==> config.mk <==
export PLATFORM = sky130hd
export DESIGN_NAME = bcd_digit_feeder
export DESIGN_NICKNAME = d
export VERILOG_FILES = /design/src/rtl/bcd_digit_feeder.sv
export SDC_FILE = /design/constraint.sdc
export NUM_CORES = 1
export LEC_CHECK = 0
export CAP_MARGIN = 20
export CORE_ASPECT_RATIO = 1.4
export CORE_UTILIZATION = 41
export DETAILED_ROUTE_END_ITERATION = 10
export GPL_TIMING_DRIVEN = 0
export PLACE_DENSITY = 0.63
export SKIP_CTS_REPAIR_TIMING = 1
export SLEW_MARGIN = 20
export SYNTH_ARGS = -nofsm -noshare
export SYNTH_HDL_FRONTEND = slang
export SYNTH_SLANG_ARGS = --single-unit
==> constraint.sdc <==
create_clock -name CLK -period 2 [get_ports CLK]
set_input_delay 0.6 -clock CLK [delete_from_list [all_inputs] [get_ports CLK]]
set_output_delay 0.6 -clock CLK [all_outputs]
set_load 0.005 [all_outputs]
==> src/rtl/bcd_digit_feeder.sv <==
// bcd_digit_feeder: converts an 8-bit binary value to BCD and feeds its digits,
// most significant first, to a 7-segment decoder through its WAIT handshake.
//
// Ports:
//   CLK          system clock, rising edge
//   RST          synchronous active-high reset
//   i_start      convert request, sampled only while idle
//   i_bin_in     8-bit unsigned value captured on an accepted start
//   i_dec_wait   decoder WAIT handshake input
//   o_digit_out  BCD digit to the decoder (bits 7:4 always 0)
//   o_dec_en     decoder enable
//   o_dec_rst    decoder restart pulse
//   o_digit_sel  current digit position (2 hundreds, 1 tens, 0 ones)
//   o_digit_done strobe: decoder output valid for o_digit_sel
//   o_busy       high whenever not idle
//   o_done       strobe after the last digit
//   o_err        strobe on handshake timeout
//
// Build option: define BCD_FEED_SKIP_ZEROS_EN to suppress leading-zero digits.
module bcd_digit_feeder (
    input  logic       CLK,
    input  logic       RST,
    input  logic       i_start,
    input  logic [7:0] i_bin_in,
    input  logic       i_dec_wait,
    output logic [7:0] o_digit_out,
    output logic       o_dec_en,
    output logic       o_dec_rst,
    output logic [1:0] o_digit_sel,
    output logic       o_digit_done,
    output logic       o_busy,
    output logic       o_done,
    output logic       o_err
);
    typedef enum logic [2:0] {IDLE, CONVERT, LOAD, WAIT_HI, WAIT_LO, NEXT, FIN} state_t;
    state_t      r_state, w_next;
    logic [7:0]  r_bin;
    logic [11:0] r_bcd, w_adj, w_shift;
    logic [2:0]  r_cnt;
    logic [1:0]  r_idx, w_start_idx;
    logic [3:0]  r_wd;
    logic        w_wd_exp, w_show, w_in_wait;
    // double-dabble step: correct nibbles >= 5, then shift in the next MSB
    assign w_adj[3:0]   = (r_bcd[3:0]  > 4'd4) ? r_bcd[3:0]  + 4'd3 : r_bcd[3:0];
    assign w_adj[7:4]   = (r_bcd[7:4]  > 4'd4) ? r_bcd[7:4]  + 4'd3 : r_bcd[7:4];
    assign w_adj[11:8]  = (r_bcd[11:8] > 4'd4) ? r_bcd[11:8] + 4'd3 : r_bcd[11:8];
    assign w_shift      = {w_adj[10:0], r_bin[7]};
`ifdef BCD_FEED_SKIP_ZEROS_EN
    // start at the highest nonzero digit of the finished result; ones always sent
    assign w_start_idx  = (w_shift[11:8] != 4'd0) ? 2'd2 : (w_shift[7:4] != 4'd0) ? 2'd1 : 2'd0;
`else
    assign w_start_idx  = 2'd2;
`endif
    assign w_wd_exp     = r_wd == 4'd15;
    assign w_in_wait    = r_state == WAIT_HI || r_state == WAIT_LO;
    assign w_show       = r_state == LOAD || w_in_wait || r_state == NEXT;
    assign o_digit_out  = w_show ? {4'd0, r_bcd[{r_idx, 2'b00} +: 4]} : 8'd0;
    assign o_digit_sel  = w_show ? r_idx : 2'd0;
    assign o_busy       = r_state != IDLE;
    always_ff @(posedge CLK) begin
        if (RST) r_state <= IDLE;
        else     r_state <= w_next;
    end
    always_comb begin
        w_next       = r_state;
        o_dec_en     = 1'b0;
        o_dec_rst    = 1'b0;
        o_digit_done = 1'b0;
        o_done       = 1'b0;
        o_err        = 1'b0;
        case (r_state)
            IDLE:    w_next = i_start ? CONVERT : IDLE;
            CONVERT: w_next = (r_cnt == 3'd7) ? LOAD : CONVERT;
            LOAD: begin
                o_dec_en  = 1'b1;
                o_dec_rst = 1'b1;
                w_next    = WAIT_HI;
            end
            WAIT_HI, WAIT_LO: begin
                o_err    = w_wd_exp;
                o_dec_en = !w_wd_exp;
                w_next   = w_wd_exp ? IDLE :
                           (r_state == WAIT_HI) ? (i_dec_wait ? WAIT_LO : WAIT_HI) :
                           (i_dec_wait ? WAIT_LO : NEXT);
            end
            NEXT: begin
                o_digit_done = 1'b1;
                w_next       = (r_idx == 2'd0) ? FIN : LOAD;
            end
            FIN: begin
                o_done = 1'b1;
                w_next = IDLE;
            end
            default: w_next = IDLE;
        endcase
    end
    always_ff @(posedge CLK) begin
        if (RST) begin
            r_bin <= 8'd0;
            r_bcd <= 12'd0;
            r_cnt <= 3'd0;
            r_idx <= 2'd0;
            r_wd  <= 4'd0;
        end else begin
            if (r_state == IDLE && i_start) begin
                r_bin <= i_bin_in;
                r_bcd <= 12'd0;
                r_cnt <= 3'd0;
            end
            if (r_state == CONVERT) begin
                r_bcd <= w_shift;
                r_bin <= r_bin << 1;
                r_cnt <= r_cnt + 3'd1;
                r_idx <= w_start_idx;
            end
            if (r_state == NEXT && r_idx != 2'd0) r_idx <= r_idx - 2'd1;
            // cleared on entry to either wait state, counts while waiting
            r_wd <= (w_in_wait && !(r_state == WAIT_HI && i_dec_wait)) ? r_wd + 4'd1 : 4'd0;
        end
    end
endmodule

# == Word level (Yosys, flattened, before mapping) ==
# Cells that the tools add are included.
# totals
regBits,32
output_inout_bits,16
# classes
addsub,6
magnitude_cmp,3
n_eq_ne,8
shifts,1
mux,26
n_bitwise,1
reduce_logical,18
# ops
operator,n
$mux 12,2
$mux 3,7
$mux 8,2
$pmux 3 s5,1
$eq 3x3->1 const B,4
$gt 4x3->1 const B,3
$mux 4,3
$shiftx 12x5->4,1
$add 4x2->4 const B,2
$mux 2,4
$eq 3x2->1 const B,2
$mux 1,6
$reduce_bool 2->1,3
$reduce_or 2->1,3
$add 4x1->4 const B,1
$eq 4x4->1 const B,1
$logic_and 1x1->1,4
$add 3x1->3 const B,1
$add 3x2->3 const B,1
$eq 3x1->1 const B,1
$logic_not 3->1,1
$logic_or 1x1->1,3
$reduce_bool 3->1,1
$logic_not 1->1,2
other kinds (4),4

# == Logic depth before layout (Yosys ltp) ==
# Gate-level depths: netlist (run 1).
# logic_depth
word_depth,6
mapped_depth,6

# == Least setup slack after synthesis (run 1) ==
# Ideal clock, no wire load.
# synth_path
path_type,reg-to-output
from,reg r_state[2]
to,out o_dec_en
arrival_time_ns,1.210
required_time_ns,1.400
setup_slack_ns,0.190
path_stages_with_launch,6
path_buffers,2
path_cell_list,dfxtp_1 buf_4 buf_2 nor3b_1 o21ai_0 nand2_1
# synth_via
elab_chain_len,3
# synth_rtl
element,line,rtl
"start, declared",36,"state_t r_state, w_next;"
"start signal, assigned",62,else r_state <= w_next;
$eq 3x2->1 / $eq 3x3->1 (equally long branches),71,case (r_state)
$reduce_or 2->1,71,
$pmux 1 s2 (*),71,
"end, declared",27,"output logic o_dec_en,"
# Every way passes the cells marked *; elsewhere a longest branch is shown, timed or not.

# == Worst setup path after layout (run 1) ==
# layout_path
from,reg r_state[2]
to,out o_digit_out[0]
# layout_via
elab_chain_len,5
# layout_rtl
element,line,rtl
$eq 3x2->1 / $eq 3x3->1 (equally long branches),55,assign w_in_wait = r_state == WAIT_HI || r_state == WAIT_LO;
$logic_or 1x1->1,55,
$logic_or 1x1->1,56,assign w_show = r_state == LOAD || w_in_wait || r_state == NEXT;
$logic_or 1x1->1 (*),56,
$mux 4 (*),57,"assign o_digit_out = w_show ? {4'd0, r_bcd[{r_idx, 2'b00} +: 4]} : 8'd0;"
"end, declared",26,"output logic [7:0] o_digit_out,"
# Marks and branches as above.

==> results of run 1 <==
## critical path, stage by stage, from the launching register on
cell and delay, ns:
sky130_fd_sc_hd__dfxtp_2 0.32, sky130_fd_sc_hd__buf_6 0.11, sky130_fd_sc_hd__buf_8 0.12, sky130_fd_sc_hd__buf_6 0.11
sky130_fd_sc_hd__buf_6 0.12, sky130_fd_sc_hd__xor2_4 0.16, sky130_fd_sc_hd__and2_1 0.13, sky130_fd_sc_hd__dlymetal6s2s_1 0.14
## per-layer routing
layer	routed length [um]	GRT usage, %	vias to the layer above
met4	50	5.000	0
met5	0	0	-
met3	143	4.299	6
met2	2007	31.15	31
li1	-	-	862
met1	1743	20.04	770
## worst max path at each step
stage,start,slack (ns),end
after global routing,r_state[2],-0.18,o_err
after global placement,r_state[2],-0.47,o_dec_en
final,r_state[2],-0.09,o_digit_out[0]
after floorplan,r_state[2],0.19,o_dec_en
after detailed placement,r_state[1],-0.50,o_digit_sel[0]
after CTS,r_state[1],-0.81,o_digit_sel[0]
## placed cells by master (no fill, tap or decap), types with 7 or more instances in the layout
cell / synthesis / layout
sky130_fd_sc_hd__dfxtp_1: 32 / 27
sky130_fd_sc_hd__nor2_1: 25 / 25
sky130_fd_sc_hd__buf_4: 5 / 18
sky130_fd_sc_hd__nand2_1: 12 / 12
sky130_fd_sc_hd__inv_1: 11 / 11
sky130_fd_sc_hd__o21ai_0: 12 / 11
sky130_fd_sc_hd__nor3_1: 10 / 10
sky130_fd_sc_hd__clkdlybuf4s50_1: 0 / 10
sky130_fd_sc_hd__or3_1: 7 / 7
sky130_fd_sc_hd__and2_1: 7 / 7
sky130_fd_sc_hd__nor4_1: 7 / 7
sky130_fd_sc_hd__ha_1: 7 / 7
## power groups by stage
stage,combinational (mW),clock (mW),sequential [mW]
6_report,0.159,0.511,0.671
5_1_grt,0.175,0.560,0.672
3_5_place_dp,0.141,0,0.686
2_1_floorplan,0.0963,0,0.683
3_3_place_gp,0.140,0,0.685
4_1_cts,0.141,0.529,0.672
## state kept, by name, summed over array words and instances (netlist names)
signal / flops
r_wd: 4
r_bcd: 12
r_bin: 8
r_state: 3
r_idx: 2
r_cnt: 3
## logic make-up (layout without fill, tap and decap cells)
kind of cell | Yosys count | after routing
xor gates and xnor gates | 3 | 3
adders and majority gates | 7 | 7
DFF | 32 | 32
other | 1 | 4
and+or+nand+nor | 97 | 97
AOI/OAI and AO/OA | 40 | 40
muxes | 8 | 8
buffers and inverters | 30 | 73
## layout make-up
| type | instances | area (um^2) |
|---|---|---|
| fill | 412 | 1849 |
| multi-input combinational | 159 | 1110 |
| sequential | 32 | 649.4 |
| timing repair buffer | 38 | 329.1 |
| buffer | 16 | 127.6 |
| clock buffer | 6 | 82.58 |
| tap | 60 | 75.07 |
| inverter | 11 | 41.29 |
| clock inverter | 2 | 10.01 |
==> results.json, run 1 <==
{
  "outcome": "finished, violations left",
  "failed_checks": "setup timing",
  "finalPower_mw": 1.341,
  "post_synth_most_frequent_cells": "32 x sky130_fd_sc_hd__dfxtp_1, 25 x sky130_fd_sc_hd__nor2_1, 12 x sky130_fd_sc_hd__nand2_1, 12 x sky130_fd_sc_hd__o21ai_0, 11 x sky130_fd_sc_hd__inv_1",
  "yosys-mux-area-fraction_pct": 4.416,
  "worstSetupPathType": "flip-flop to output pin",
  "first_pass_iters": 4,
  "worst-path-max-fanout": 6,
  "post_synth.cell_area_avg_um2": 8.448,
  "grt_first_pass_wirelength_mm": 6.299,
  "power.share.switching_pct": 24.30,
  "remaining_drc_errors": 0,
  "switchingPower_mw": 0.3258,
  "die_w_um": 58.65,
  "layout.cells.non_filler": 324,
  "tritoncts_num_sinks": 32,
  "core_area_mm2": 0.004274,
  "clock_path_buffers": 2,
  "synth_top_cells_by_area": "sky130_fd_sc_hd__dfxtp_1 35%, sky130_fd_sc_hd__nor2_1 5.1%, sky130_fd_sc_hd__ha_1 4.8%",
  "critPathRequiredTime_ns": 1.40,
  "synth_fa_ha_area_share_pct": 4.755,
  "final_period_minus_worst_setup_slack_ns": 2.090,
  "rr_endpoint": "r_bcd[7]",
  "tritoncts.num_buffers": 5,
  "die_area_mm2": 0.004768,
  "combinational_fraction_of_design_power_pct": 11.9,
  "clock_power_share_pct": 38.1,
  "hold_path_depth": 1,
  "worst-r2r-setup-slack_ns": 0.18,
  "whs_endpoint": "r_wd[0]",
  "final-setup-viol-count": 8,
  "final_cell_area_mm2": 0.002425,
  "floorplan_row_count": 28,
  "wire_length_per_cell_um": 12.18,
  "synth-async-reset-ratio_pct": 0,
  "hold_path.class": "flip-flop to flip-flop",
  "synth_cell_types": 45,
  "fmax_ghz": 0.4784,
  "count_leader_synth": "sky130_fd_sc_hd__dfxtp_1",
  "synth_seq_cells": 32,
  "synthDominantAreaCellType": "sky130_fd_sc_hd__dfxtp_1",
  "finClkSkew_ns": 0.007783,
  "synthesis.yosys.warnings": 0,
  "final_min_period_over_clock_period_pct": 104.5,
  "crit_arrival_ns": 1.49,
  "dominant_combinational_cell_family_by_area_after_synthesis": "simple AND/OR/NAND/NOR gates",
  "grt_start_max_net_pins": 11,
  "p_leak_nw": 1.114,
  "synth_area_mm2": 0.001842,
  "detail_route.iter0.violations": 48,
  "timing.rr.start": "r_state[2]",
  "post_synth_and_or_nand_nor_area_fraction_pct": 32.13,
  "power_report.internal_total_mw": 1.015,
  "areaGrowthSynthToFinish_pct": 31.66,
  "detailedPlace.worstSlack_ns": -0.5015,
  "route.antenna.remaining_nets": 0,
  "max_slew_violation_total_from_the_final_report": 0,
  "irDropWorstVdd_mv": 0.5049,
  "detailed_place.area_mm2": 0.002148,
  "max_transition_margin_pct": 38.14,
  "h-tree-depth": 2,
  "critical_path.endpoint_type": "output pin",
  "n_antenna_cell": 0,
  "die_y_um": 81.30,
  "hold_viol": 0,
  "final.setup.worst_slack_ns": -0.09046,
  "power.density_mw_per_mm2": 553.0,
  "dp.final_hpwl_mm": 2.695,
  "r2r.worst_path.cells": 5,
  "num_vias": 1669,
  "tightestPinTransition_ns": 0.9254,
  "share_of_the_synthesized_area_in_the_top_cell_type_pct": 34.78,
  "global_route.usage.total_pct": 17.32,
  "top_level_ports": 28,
  "tritoncts": "yes",
  "clk_pin_slew_ns": 0.06,
  "gp_congestion": 0.7864,
  "synth_area_in_compound_gates_pct": 14.81,
  "finalCoreUtilization_pct": 56.73,
  "cts_root_buf": "sky130_fd_sc_hd__clkbuf_8",
  "finalSetupTns_ns": -0.6559,
  "placement.io_buffers": 22,
  "start_kind": "flip-flop",
  "globalRoute.totalOverflow": 0,
  "routed_wl_mm": 3.945,
  "unrepaired_setup_endpoints_after_global_routing": "true",
  "grt_antenna_before_repair": 0,
  "routed_via_density": 5.151,
  "placed_cells": 303,
  "ys.flop_type": "sky130_fd_sc_hd__dfxtp_1",
  "yosys.area_share.xor_xnor_pct": 1.427,
  "cap_violations": 0,
  "drive_above_1_share_pct": 25.00,
  "grt_pass1_vias": 1456,
  "whs_ns": 0.4534,
  "fin_nets": 282,
  "power.sequential.fraction_pct": 50.0,
  "synth-seq-area-share_pct": 34.78,
  "worst_skew_pair.late_latency_ns": 0.29,
  "synth_cells": 218,
  "timing.hold.worst.start": "r_wd[0]",
  "count_of_flip_flops_with_a_built_in_enable_after_synthesis": 0,
  "floorplan.initialDensity_pct": 43.09
}
Note: power is estimated with default switching activity, not from simulation.
==> run 2, diff against run 1 <==
--- a/config.mk
+++ b/config.mk
@@ -12,6 +12,7 @@
 export GPL_TIMING_DRIVEN = 0
 export PLACE_DENSITY = 0.63
 export SKIP_CTS_REPAIR_TIMING = 1
+export SKIP_LAST_GASP = 1
 export SLEW_MARGIN = 20
 export SYNTH_ARGS = -nofsm -noshare
 export SYNTH_HDL_FRONTEND = slang
==> run 2 against run 1 <==
The run still ends with setup timing left; first-iteration DRC count decreased by 21%; sequential power about the same; non-clock buffer count unchanged; critical path type unchanged; largest cell class unchanged; largest power group unchanged.
==> results.json, run 2 (synthesis gave the netlist of run 1 again) <==
{
  "rr_endpoint": "r_bcd[7]",
  "gp_congestion": 0.7864,
  "clk_pin_slew_ns": 0.06,
  "num_vias": 1666,
  "first_pass_iters": 4,
  "tightestPinTransition_ns": 0.9298,
  "hold_viol": 0,
  "worst-path-max-fanout": 6,
  "final.setup.worst_slack_ns": -0.1465,
  "hold_path.class": "flip-flop to flip-flop",
  "path_cells": "buf_6 -> buf_8 -> nor2_1 -> nand2_1 -> inv_1 -> clkdlybuf4s50_1",
  "detail_route.iter0.violations": 38,
  "p_leak_nw": 1.165,
  "regMostFlops": "r_bcd",
  "tritoncts.num_buffers": 5,
  "max_transition_margin_pct": 37.85,
  "die_area_mm2": 0.004768,
  "critPathCapture": "o_dec_rst",
  "clock_path_buffers": 2,
  "layout.cells.non_filler": 324,
  "dp.final_hpwl_mm": 2.695,
  "finalSetupTns_ns": -1.132,
  "tritoncts_num_sinks": 32,
  "unrepaired_setup_endpoints_after_global_routing": "true",
  "remaining_drc_errors": 0,
  "n_antenna_cell": 0,
  "crit_arrival_ns": 1.55,
  "grt_antenna_before_repair": 0,
  "cts_root_buf": "sky130_fd_sc_hd__clkbuf_8",
  "start_kind": "flip-flop",
  "placement.io_buffers": 22,
  "biggestRegsByFlops": "r_bcd: 12 flops, r_bin: 8 flops, r_wd: 4 flops",
  "grt_start_max_net_pins": 11,
  "tritoncts": "yes",
  "floorplan_row_count": 28,
  "critical-path-slowest-cell": "sky130_fd_sc_hd__clkdlybuf4s50_1",
  "wire_length_per_cell_um": 12.10,
  "timing.critical_path.slowest_cell_delay_ns": 0.49,
  "power.density_mw_per_mm2": 546.9,
  "routed_wl_mm": 3.919,
  "grt_first_pass_wirelength_mm": 6.299,
  "irDropWorstVdd_mv": 0.5047,
  "finClkSkew_ns": 0.007784,
  "die_y_um": 81.30,
  "h-tree-depth": 2,
  "final_min_period_over_clock_period_pct": 107.3,
  "die_w_um": 58.65,
  "worst-path-buf-inv": 4,
  "critical_path.endpoint_type": "output pin",
  "areaGrowthSynthToFinish_pct": 32.95,
  "failed_checks": "setup timing",
  "critPathRequiredTime_ns": 1.40,
  "drive_above_1_share_pct": 23.48,
  "worstSetupPathType": "flip-flop to output pin",
  "cp_num_cells": 6,
  "grt_pass1_vias": 1456,
  "finalCoreUtilization_pct": 57.29,
  "placed_cells": 303,
  "cap_violations": 0,
  "outcome": "finished, violations left",
  "final_cell_area_mm2": 0.002449,
  "r2r.worst_path.cells": 5,
  "routed_via_density": 5.142,
  "finalPower_mw": 1.339,
  "timing.rr.start": "r_state[2]",
  "layout_common_cells": "27 x sky130_fd_sc_hd__dfxtp_1, 25 x sky130_fd_sc_hd__nor2_1, 19 x sky130_fd_sc_hd__buf_4",
  "core_area_mm2": 0.004274,
  "route.antenna.remaining_nets": 0,
  "whs_ns": 0.4534,
  "commonest_non_fill_non_tap_cell_in_the_layout": "sky130_fd_sc_hd__dfxtp_1",
  "cp_top_family": "buffers and inverters",
  "worst-r2r-setup-slack_ns": 0.17,
  "top_level_ports": 28,
  "fmax_ghz": 0.4659,
  "final-setup-viol-count": 9,
  "crit_start": "r_state[2]",
  "final_period_minus_worst_setup_slack_ns": 2.146,
  "floorplan.initialDensity_pct": 43.09,
  "fin_nets": 282,
  "worst_skew_pair.late_latency_ns": 0.29,
  "detailedPlace.worstSlack_ns": -0.5015,
  "max_slew_violation_total_from_the_final_report": 0,
  "detailed_place.area_mm2": 0.002148,
  "globalRoute.totalOverflow": 0,
  "global_route.usage.total_pct": 17.32,
  "largest_register_ff_count": 12
}
-- run 2: changes by cell type in the layout (fill, tap and decap cells not counted), sizes merged --
cell,before,now
clkbuf,13,9
clkdlybuf4s50,10,11
dlymetal6s2s,5,8
-- run 2: worst min-delay path by stage --
stage              from  endpoint  slack, ns  cells past startpoint
2_1_floorplan   r_wd[0]   r_wd[0]       0.42                      1
3_3_place_gp    r_wd[0]   r_wd[0]       0.44                      1
3_5_place_dp   r_bin[7]  r_bcd[0]       0.45                      2
4_1_cts        r_bin[7]  r_bcd[0]       0.46                      2
5_1_grt         r_wd[0]   r_wd[0]       0.48                      1
6_report        r_wd[0]   r_wd[0]       0.45                      1
-- run 2: metal layers --
metal  vias to the layer above  track usage (%)  share of wire, %
li1                        861                -                 -
met1                       767            20.04                43
met2                        32            31.15                52
met3                         6            4.299               3.6
met4                         0            5.000               1.3
met5                         -                0                 0
-- run 2: cell type report --
class                      count  area (um^2)
tap                           60        75.07
timing repair buffer          38        352.8
inverter                      11        41.29
clock buffer                   6        82.58
fill                         405         1826
buffer                        16        127.6
clock inverter                 2        10.01
multi-input combinational    159         1110
sequential                    32        649.4
-- run 2: where the power goes --
part / internal, mW / leakage, nW / switching (mW) / total [mW]
Sequential: 0.658 / 0.263 / 0.0130 / 0.671
Combinational: 0.0832 / 0.851 / 0.0758 / 0.159
Clock: 0.274 / 0.0510 / 0.235 / 0.509
==> run 3, diff against run 2 <==
--- a/config.mk
+++ b/config.mk
@@ -9,7 +9,6 @@
 export CORE_ASPECT_RATIO = 1.4
 export CORE_UTILIZATION = 41
 export DETAILED_ROUTE_END_ITERATION = 10
-export GPL_TIMING_DRIVEN = 0
 export PLACE_DENSITY = 0.63
 export SKIP_CTS_REPAIR_TIMING = 1
 export SKIP_LAST_GASP = 1
==> run 3 against run 2 <==
Clock power rose by 33%; clock-buffer cell count rose by 1; combinational power barely moved; critical path depth fell by 1; critical endpoint is now o_dec_en; the run still ends with setup timing left; highest routed layer unchanged; register-to-register slack improved by 0.16 ns; first-iteration DRC count rose by 24%; sequential power barely moved; hold slack improved by 0.0039 ns; wire length rose by 1.1%; power rose by 13%; final area rose by 1.7%; critical path type unchanged; non-clock buffer count rose by 4.
==> results.json, run 3 (synthesis gave the netlist of run 1 again) <==
{
  "outcome": "finished, violations left",
  "failed_checks": "setup timing",
  "final-setup-viol-count": 7,
  "drive_above_1_share_pct": 24.25,
  "timing.hold.worst.start": "r_bin[7]",
  "worst-path-max-fanout": 8,
  "p_leak_nw": 1.159,
  "routed_via_density": 5.088,
  "grt_antenna_before_repair": 0,
  "layout.filler_cells": 413,
  "unrepaired_setup_endpoints_after_global_routing": "true",
  "grt_pass1_vias": 1544,
  "routed_wl_mm": 3.961,
  "dp.final_hpwl_mm": 2.903,
  "grt_start_max_net_pins": 15,
  "critical-path-slowest-cell": "sky130_fd_sc_hd__clkdlybuf4s50_1",
  "hold_viol": 0,
  "tritoncts_num_sinks": 32,
  "layout.cells.non_filler": 328,
  "route.antenna.remaining_nets": 0,
  "remaining_drc_errors": 0,
  "worstSetupPathType": "flip-flop to output pin",
  "largest_register_ff_count": 12,
  "detailed_place.area_mm2": 0.002302,
  "layout_common_cells": "35 x sky130_fd_sc_hd__buf_4, 27 x sky130_fd_sc_hd__dfxtp_1, 25 x sky130_fd_sc_hd__nor2_1",
  "floorplan_row_count": 28,
  "final.setup.worst_slack_ns": -0.2527,
  "grt_first_pass_wirelength_mm": 6.803,
  "crit_start": "r_state[2]",
  "critPathRequiredTime_ns": 1.40,
  "rr_endpoint": "r_bin[0]",
  "clk_pin_slew_ns": 0.07,
  "biggestRegsByFlops": "r_bcd: 12 flops, r_bin: 8 flops, r_wd: 4 flops",
  "die_area_mm2": 0.004768,
  "final_period_minus_worst_setup_slack_ns": 2.253,
  "r2r.worst_path.cells": 6,
  "path_cells": "buf_4 -> and3b_2 -> o21ai_1 -> nand2_1 -> clkdlybuf4s50_1",
  "globalRoute.totalOverflow": 0,
  "worst_skew_pair.late_latency_ns": 0.28,
  "max_slew_violation_total_from_the_final_report": 0,
  "final_min_period_over_clock_period_pct": 112.6,
  "irDropWorstVdd_mv": 0.5041,
  "tritoncts": "yes",
  "cts_root_buf": "sky130_fd_sc_hd__clkbuf_8",
  "die_w_um": 58.65,
  "start_kind": "flip-flop",
  "worst-r2r-setup-slack_ns": 0.33,
  "detail_route.iter0.violations": 47,
  "global_route.usage.total_pct": 18.62,
  "hold_path.class": "flip-flop to flip-flop",
  "whs_ns": 0.4573,
  "final_cell_area_mm2": 0.002491,
  "fin_nets": 286,
  "finalSetupTns_ns": -1.105,
  "fmax_ghz": 0.4439,
  "first_pass_iters": 5,
  "placement.io_buffers": 23,
  "crit_arrival_ns": 1.65,
  "num_vias": 1669,
  "regMostFlops": "r_bcd",
  "finalCoreUtilization_pct": 58.28,
  "critPathCapture": "o_dec_en",
  "cap_violations": 0,
  "placed_cells": 317,
  "detailedPlace.worstSlack_ns": -0.1006,
  "floorplan.initialDensity_pct": 43.09,
  "h-tree-depth": 2,
  "power.density_mw_per_mm2": 604.8,
  "areaGrowthSynthToFinish_pct": 35.26,
  "clock_path_buffers": 2,
  "top_level_ports": 28,
  "commonest_non_fill_non_tap_cell_in_the_layout": "sky130_fd_sc_hd__buf_4",
  "core_area_mm2": 0.004274,
  "n_antenna_cell": 0,
  "finalPower_mw": 1.507,
  "wire_length_per_cell_um": 12.08,
  "finClkSkew_ns": 0.007365,
  "timing.critical_path.slowest_cell_delay_ns": 0.49,
  "timing.rr.start": "r_state[2]",
  "gp_congestion": 0.7563,
  "tritoncts.num_buffers": 5,
  "die_y_um": 81.30,
  "critical_path.endpoint_type": "output pin"
}
-- run 3: cell types whose count changed in the layout (fill, tap and decap cells not counted), moves of 2 or more --
cell / previous run / this run
sky130_fd_sc_hd__buf_2: 5 / 0
sky130_fd_sc_hd__buf_4: 19 / 35
sky130_fd_sc_hd__buf_6: 5 / 0
sky130_fd_sc_hd__buf_8: 2 / 0
sky130_fd_sc_hd__clkbuf_1: 2 / 0
sky130_fd_sc_hd__clkdlybuf4s50_1: 11 / 17
sky130_fd_sc_hd__clkinv_2: 2 / 0
sky130_fd_sc_hd__dlymetal6s2s_1: 8 / 6
-- run 3: power by group --
group,internal (mW),switching (mW)
Combinational,0.0849,0.0730
Clock,0.439,0.239
Sequential,0.656,0.0141
-- run 3: worst min-delay path by stage --
| stage | to | cells past startpoint |
|---|---|---|
| floorplan | r_wd[0] | 1 |
| detailed placement | r_wd[0] | 1 |
| finish | r_bcd[0] | 2 |
| CTS | r_wd[0] | 1 |
| global route | r_bcd[0] | 2 |
| global placement | r_wd[0] | 1 |
-- run 3: area by class of cell --
type                       instances  area [um^2]  share of cell area [%]
multi-input combinational        159         1089                   43.70
sequential                        32        651.9                   26.17
timing repair buffer              58        508.0                   20.39
clock buffer                       7        96.34                   3.867
tap                               60        75.07                   3.014
inverter                          11        41.29                   1.657
clock inverter                     1        30.03                   1.205
-- run 3: layer usage --
| metal | up-vias | GRT usage (%) | routed length [um] |
|---|---|---|---|
| met5 | - | 0 | 0 |
| met4 | 0 | 7.381 | 42 |
| met3 | 5 | 3.344 | 116 |
| met2 | 32 | 34.02 | 2047 |
| met1 | 759 | 21.04 | 1756 |
| li1 | 873 | - | - |
-- run 3: critical path, delay by kind of cell, from the launching register on --
| kind | cells | cell delay, ns |
|---|---|---|
| AOI/OAI and AO/OA | 1 | 0.06 |
| and+or+nand+nor | 2 | 0.33 |
| DFF | 1 | 0.34 |
| buffers and inverters | 2 | 0.65 |
